--- config.mk ---
export PLATFORM = sky130hd
export DESIGN_NAME = counter_up_mod
export DESIGN_NICKNAME = d
export VERILOG_FILES = /design/src/rtl/counter_up_mod.sv
export SDC_FILE = /design/constraint.sdc
export NUM_CORES = 1
export LEC_CHECK = 0
export CAP_MARGIN = 20
export CORE_AREA = 2 2 39 41
export DETAILED_ROUTE_END_ITERATION = 8
export DIE_AREA = 0 0 41 43
export PLACE_DENSITY_LB_ADDON = 0.05
export SLEW_MARGIN = 25
export SYNTH_ARGS = -nofsm -noshare
export SYNTH_HDL_FRONTEND = slang
export SYNTH_SLANG_ARGS = --single-unit
--- constraint.sdc ---
create_clock -name clock -period 1.6 [get_ports clock]
set_clock_uncertainty 0.2 [all_clocks]
set_input_delay 0.16 -clock clock [delete_from_list [all_inputs] [get_ports clock]]
set_output_delay 0.16 -clock clock [all_outputs]
set_load 0.02 [all_outputs]
--- src/rtl/counter_up_mod.sv ---
// counter_up_mod: modulo-MODULO up counter with an enable prescaler, a
// clamped parallel load, a one-clock terminal-count pulse and a sticky
// overflow flag. Paired with the 4-bit down counter as an up/down timebase.
module counter_up_mod #(
  parameter int WIDTH    = 4,
  parameter int MODULO   = 16,
  parameter int PRESCALE = 1
) (
  input  logic             clock,
  input  logic             reset,
  input  logic             enable,
  input  logic             load,
  input  logic [WIDTH-1:0] load_value,
  input  logic             clear_ovf,
  output logic [WIDTH-1:0] count,
  output logic             tc,
  output logic             at_max,
  output logic             overflow
);

  // Prescaler needs at least one bit even when PRESCALE==1 (it then stays 0).
  localparam int PW = (PRESCALE > 1) ? $clog2(PRESCALE) : 1;
  localparam logic [WIDTH-1:0] COUNT_MAX = WIDTH'(MODULO - 1);
  localparam logic [PW-1:0]    PRE_MAX   = PW'(PRESCALE - 1);

  logic [WIDTH-1:0] count_reg, count_next;
  logic [PW-1:0]    pre_reg, pre_next;
  logic             tc_reg, tc_next;
  logic             ovf_reg, ovf_next;
  logic             wrap;

  // Next-state decode: load beats step, step beats hold; wrap beats clear_ovf.
  always_comb begin
    count_next = count_reg;
    pre_next   = pre_reg;
    tc_next    = 1'b0;
    wrap       = 1'b0;
    if (load) begin
      // Out-of-range load values saturate so no count >= MODULO is reachable.
      count_next = (load_value > COUNT_MAX) ? COUNT_MAX : load_value;
      pre_next   = '0;
    end else if (enable) begin
      if (pre_reg == PRE_MAX) begin
        pre_next = '0;
        if (count_reg == COUNT_MAX) begin
          count_next = '0;
          wrap       = 1'b1;
        end else begin
          count_next = count_reg + WIDTH'(1);
        end
      end else begin
        pre_next = pre_reg + PW'(1);
      end
    end
    tc_next = wrap;
    if (wrap) begin
      ovf_next = 1'b1;
    end else if (clear_ovf) begin
      ovf_next = 1'b0;
    end else begin
      ovf_next = ovf_reg;
    end
  end

  // State register with synchronous active-low reset.
  always_ff @(posedge clock) begin
    if (!reset) begin
      count_reg <= '0;
      pre_reg   <= '0;
      tc_reg    <= 1'b0;
      ovf_reg   <= 1'b0;
    end else begin
      count_reg <= count_next;
      pre_reg   <= pre_next;
      tc_reg    <= tc_next;
      ovf_reg   <= ovf_next;
    end
  end

  assign count    = count_reg;
  assign tc       = tc_reg;
  assign overflow = ovf_reg;
  assign at_max   = (count_reg == COUNT_MAX);

endmodule

### Yosys cells after proc, flatten, opt, wreduce, memory -nomap -nowiden

Index checks and enable logic that the tools add are counted.

* $add $sub $neg: 2
* magnitude comparators: 1
* equality and inequality tests: 2
* multiplexer cells: 12
* bitwise logic cells: 1
* reductions and logical operators: 4

Operator list (number)
* two-way mux 4 bit: 5
* two-way mux 1 bit: 7
* adder 4 x 1 -> 4 bit (second input constant): 1
* equality test 4 bit (second input constant): 1
* > comparator 4 bit (second input constant): 1
* nonzero test 2 bit: 2
* inequality test 2 bit (second input constant): 1
* AND reduction 2 bit: 1
* OR reduction 2 bit: 1
* adder 1 bit (second input constant): 1
* NOT 1 bit: 1

* register bits after elaboration: 7
* input port bits: 9
* output and inout port bits: 7
* word-level logic and storage cells: 26

### Depth between registers and ports, before layout

* depth in word-level cells: 6
* depth in mapped cells: 5
* mapped depth without buffers: 4

### Worst setup path before layout

OpenSTA, ideal clock, no wires.

* path kind: reg-to-reg
* start point: register count_reg[0] (netlist: count[0])
* end point: register count_reg[0] (netlist: count[0])
* setup time: 0.086 ns
* arrival time: 1.427 ns
* required time: 1.314 ns
* slack: -0.113 ns
* cell stages (with the launch flop): 6
* path buffers: 1
* clock period less this slack: 1.713 ns
* cell sequence: dfxtp_1 > ha_1 > and3_1 > buf_6 > or3_1 > a221oi_2

* cells in the longest elaborated chain, start to end: 5
* elaborated cells on any way between the ends: 6
* classes of those cells: add/sub (1); eq/ne (1); mux (4)

Ends and longest elaborated chain
* start: declaration: line 26 `logic [WIDTH-1:0] count_reg, count_next;`
* start signal: assignment: line 73 `count_reg <= count_next;`
* equality test 4 bit
* via at_max: line 17 `output logic at_max,`
* two-way mux 4 bit: line 45 `if (count_reg == COUNT_MAX) begin`
* two-way mux 4 bit: line 43 `if (pre_reg == PRE_MAX) begin`
* two-way mux 4 bit: line 42 `end else if (enable) begin`
* two-way mux 4 bit: line 38 `if (load) begin`

The timed path passes the listed nets, and every way through them passes these cells. The select of a mux whose other input is x is not followed.
A chain may end at the register's enable or synchronous reset.

### Final worst setup path

* start point: register count_reg[0] (netlist: count[0])
* end point: register count_reg[0] (netlist: count[0])

* cells in the longest elaborated chain, start to end: 5
* elaborated cells on any way between the ends: 6
* classes of those cells: add/sub (1); eq/ne (1); mux (4)

Ends and longest elaborated chain (line)
* adder 4 x 1 -> 4 bit or equality test 4 bit (tied branches): 49, 45
* two-way mux 4 bit (*): 45
* two-way mux 4 bit (*): 43
* two-way mux 4 bit (*): 42
* two-way mux 4 bit (*): 38

Every way passes the cells marked *; elsewhere a longest branch is shown, timed or not. The select of a mux whose other input is x is not followed.

==> results by stage <==
Status:
- The flow ran to the end, and the final reports show no timing, DRC or antenna violations.

Global route:
- The number of global-route vias before repair was 298.
- The initial antenna violation count is 0.
- The remaining global-route overflow is 0.
- The global router's overall resource usage is 11.4%.
- Entering global routing, the biggest net connects 7 pins.
- The first global-routing pass estimated 1.26 mm of wire.

Timing:
- The relative slew slack is 81.6%.
- The final number of setup-violating endpoints is 0.
- The transition time at the pin with the least slew margin is 0.275 ns.
- The final period demand of the worst path is 1.54 ns.
- The total count of max-transition violations in the final report is 0.
- The fmax is 0.650 GHz.
- The final critical path takes up 96.2% of the cycle.
- The number of hold-slack violations in the final timing report was 0.

Clock tree:
- The maximum clock insertion buffer count is 2.
- The TritonCTS clock tree is built.
- For this design, the sink count on the clock tree is 6.
- The insertion delay to the later sink of the worst-skew pair is 0.25 ns.
- The cell at the root of the clock tree is sky130_fd_sc_hd__clkbuf_4.
- The number of clock buffers inserted by TritonCTS is 3.
- The clock-pin slew of the registers on the worst-case setup and hold paths is 0.05 ns.
- For this design, the CTS-stage hold fixing added 0 buffers.
- The H-tree depth is 1.

Route:
- The via count is 324.
- The via density per instance is 4.38.
- The first detailed-routing pass ran for 4 iterations.
- The final wirelength is 783 um.
- The first routing iteration left 3 violations.
- In the final routed layout, each cell accounts on average for 10.6 um.
- For this run, design rule violations remaining after detail routing come to 0.
- In this run the remaining antenna-violating nets after routing total 0.

Logic synthesis:
- The mapped cell area is 313 sq um.
- Each instance of the synthesized netlist takes up on average 9.20 sq um.
- Counting every net in the synthesized netlist gives 44.
- The netlist uses 22 different library cells.
- The post-synthesis cell count is 34.
- Yosys printed 0 warnings.
- The number of synthesized register bits is 6.
- The share of the yosys chip area belonging to registers is 38.4%.

Min path:
- The worst hold path was traced through 3 stages.
- The path with the worst hold slack has its endpoint at count[0].
- The type of the most critical hold path is input pin to register.
- The critical hold path startpoint is load_value[0].

Layout:
- The layout has 141 filler cells.
- The post-synthesis to final-layout area growth is 80.4%.
- The count of non-filler cells in the finished layout is 74.
- The flip-flop count of the largest register after layout is 4.
- With fillers left out, the area of the finished cells amounts to 564 sq um.
- Cells with a size suffix above 1 make up 32.8% of the layout.
- For this run, the post-layout net count is 69.
- The final antenna diode count is 0.

Floorplanning:
- In this run the horizontal extent of the chip is 41 um.
- The die covers 1760 sq um.
- The number of placed I/O pins is 16.
- The overall die height is 43 um.
- The core outline area is 1380 sq um.
- Row generation in the floorplan step produced 14 rows.
- For this configuration, the core starts out at a cell density of 22.6%.

Placed design:
- In this run the tool buffered the top-level ports with 15 buffer cells.
- At the end of routability-driven placement, the weighted congestion stood at 0.710.
- The cell total after placement is 69.
- The cell area reported after detailed placement is 520 sq um.

Critical path:
- For the worst flop-to-flop path, the logic depth is 4.
- By startpoint and endpoint, the worst setup path is classified as register to register.
- The setup slack on the worst flop-to-flop path is 0.06 ns.
- The endpoint identified for the worst register-to-register timing path is count[0].
- At the worst endpoint, the arrival time is 1.50 ns.
- In this run the critical register-to-register path is launched from count[0].
- The worst setup path is captured at a register.
- In this run the worst path has a maximum fanout of 4.
- For the worst setup path, the data required time is 1.56 ns.
- The kind of start point of the critical path is a register.

Pwr:
- The peak ir drop on the vdd network is 0.000454 V.
- The total leakage power is 0.000258 uW.
- For this design the ratio of total power to cell area is 734 nW/um^2.
- The overall power is 414 uW.

Job:
- The count of maximum capacitance violations is 0.
-- report_power, final --
group	switching [uW]	internal, uW	total (uW)
Sequential	6.55	158	164
Clock	59.1	94.7	154
Combinational	39.8	55.8	95.7
-- timing repair --
action                     CTS  global route
setup buffers                0             1
setup endpoints to repair    5             1
pin swaps                    0             1
resized for setup            8             3
-- metal layers --
metal	routed length (um)	global-route usage, %
met1	358	13.9
met2	346	15.3
met3	78	7.85
met4	0	4.00
met5	0	0
-- kinds of logic after synthesis --
logic type      after synthesis  share of synthesized area, %
simple gates                 12                          21.2
fa+ha+maj                     1                          4.00
mux                           2                          6.80
xor+xnor                      2                          5.60
buf+inv                       5                          8.40
flops                         6                          38.4
compound gates                6                          15.6
-- cell usage in the layout, fill, tap and decap left out --
master / netlist / layout
sky130_fd_sc_hd__clkdlybuf4s50_1: 0 / 10
sky130_fd_sc_hd__buf_4: 0 / 7
sky130_fd_sc_hd__dfxtp_1: 6 / 4
sky130_fd_sc_hd__dlygate4sd2_1: 0 / 4
sky130_fd_sc_hd__inv_1: 3 / 3
sky130_fd_sc_hd__a21oi_1: 3 / 3
sky130_fd_sc_hd__clkbuf_4: 0 / 3
sky130_fd_sc_hd__nor2_1: 2 / 2
sky130_fd_sc_hd__nor2b_1: 2 / 2
sky130_fd_sc_hd__nand2_1: 2 / 2
sky130_fd_sc_hd__and3_4: 0 / 1
sky130_fd_sc_hd__or3_4: 0 / 1
sky130_fd_sc_hd__a221oi_2: 1 / 1
sky130_fd_sc_hd__mux2_2: 1 / 1
sky130_fd_sc_hd__mux2i_1: 1 / 1
sky130_fd_sc_hd__nand3_1: 1 / 1
sky130_fd_sc_hd__xor2_1: 1 / 1
sky130_fd_sc_hd__nor3b_1: 1 / 1
sky130_fd_sc_hd__o32ai_1: 1 / 1
sky130_fd_sc_hd__xnor2_1: 1 / 1
sky130_fd_sc_hd__nand2b_1: 1 / 1
sky130_fd_sc_hd__o211a_1: 1 / 1
sky130_fd_sc_hd__and3_2: 1 / 1
sky130_fd_sc_hd__ha_4: 0 / 1
sky130_fd_sc_hd__clkbuf_1: 1 / 1
sky130_fd_sc_hd__dfxtp_4: 0 / 1
sky130_fd_sc_hd__dfxtp_2: 0 / 1
sky130_fd_sc_hd__buf_2: 0 / 1
-- through the flow --
stage          utilization (%)  setup TNS (ns)  hold WS [ns]  worst slack, ns
2_1_floorplan                -         -0.0407        0.0934          -0.0407
3_3_place_gp              37.6          -0.125         0.395          -0.0958
6_report                  40.8               0         0.279           0.0606
4_1_cts                   38.8               0         0.279           0.0138
5_1_grt                   40.8       -0.000711         0.287        -0.000711
3_5_place_dp              37.6          -0.137         0.393           -0.103
-- layout make-up --
class                           instances  area (sq um)  share of cell area, %
Clock buffer                            4          26.3                   4.66
Inverter                                3          11.3                   2.00
Multi-Input combinational cell         23           189                   33.5
Sequential cell                         6           125                   22.2
Tap cell                               16          20.0                   3.55
Timing Repair Buffer                   22           193                   34.1
-- worst max path at each step --
| stage | slack, ns | to | start | cells past startpoint |
|---|---|---|---|---|
| after floorplan | -0.04 | count[0] | count[0] | 5 |
| after global placement | -0.1 | at_max | count[0] | 3 |
| after detailed placement | -0.10 | at_max | count[0] | 3 |
| after CTS | 0.01 | count[0] | count[0] | 4 |
| after global routing | -0.0007 | count[0] | count[0] | 4 |
| final | 0.06 | count[0] | count[0] | 4 |
-- Yosys cell counts --
cell	number	area [sq um]
sky130_fd_sc_hd__xor2_1	1	8.76
sky130_fd_sc_hd__or3_1	1	6.26
sky130_fd_sc_hd__nand3_1	1	5.00
sky130_fd_sc_hd__mux2_2	1	11.3
sky130_fd_sc_hd__and3_2	1	7.51
sky130_fd_sc_hd__nand2_1	2	7.51
sky130_fd_sc_hd__o32ai_1	1	8.76
sky130_fd_sc_hd__mux2i_1	1	10.0
sky130_fd_sc_hd__nor2_1	2	7.51
sky130_fd_sc_hd__buf_6	1	11.3
sky130_fd_sc_hd__nand2b_1	1	6.26
sky130_fd_sc_hd__nor3b_1	1	7.51
sky130_fd_sc_hd__and3_1	1	6.26
sky130_fd_sc_hd__ha_1	1	12.5
sky130_fd_sc_hd__dfxtp_1	6	120
sky130_fd_sc_hd__xnor2_1	1	8.76
sky130_fd_sc_hd__a221oi_2	1	15.0
sky130_fd_sc_hd__inv_1	3	11.3
sky130_fd_sc_hd__a21oi_1	3	15.0
sky130_fd_sc_hd__nor2b_1	2	12.5
sky130_fd_sc_hd__clkbuf_1	1	3.75
sky130_fd_sc_hd__o211a_1	1	10.0
-- critical path: stages, from the launching register on --
cell and delay [ns]:
sky130_fd_sc_hd__dfxtp_4 0.35, sky130_fd_sc_hd__ha_4 0.16, sky130_fd_sc_hd__and3_4 0.18, sky130_fd_sc_hd__or3_4 0.32
sky130_fd_sc_hd__a221oi_2 0.24
No activity file was read; power rests on OpenSTA's default activity.
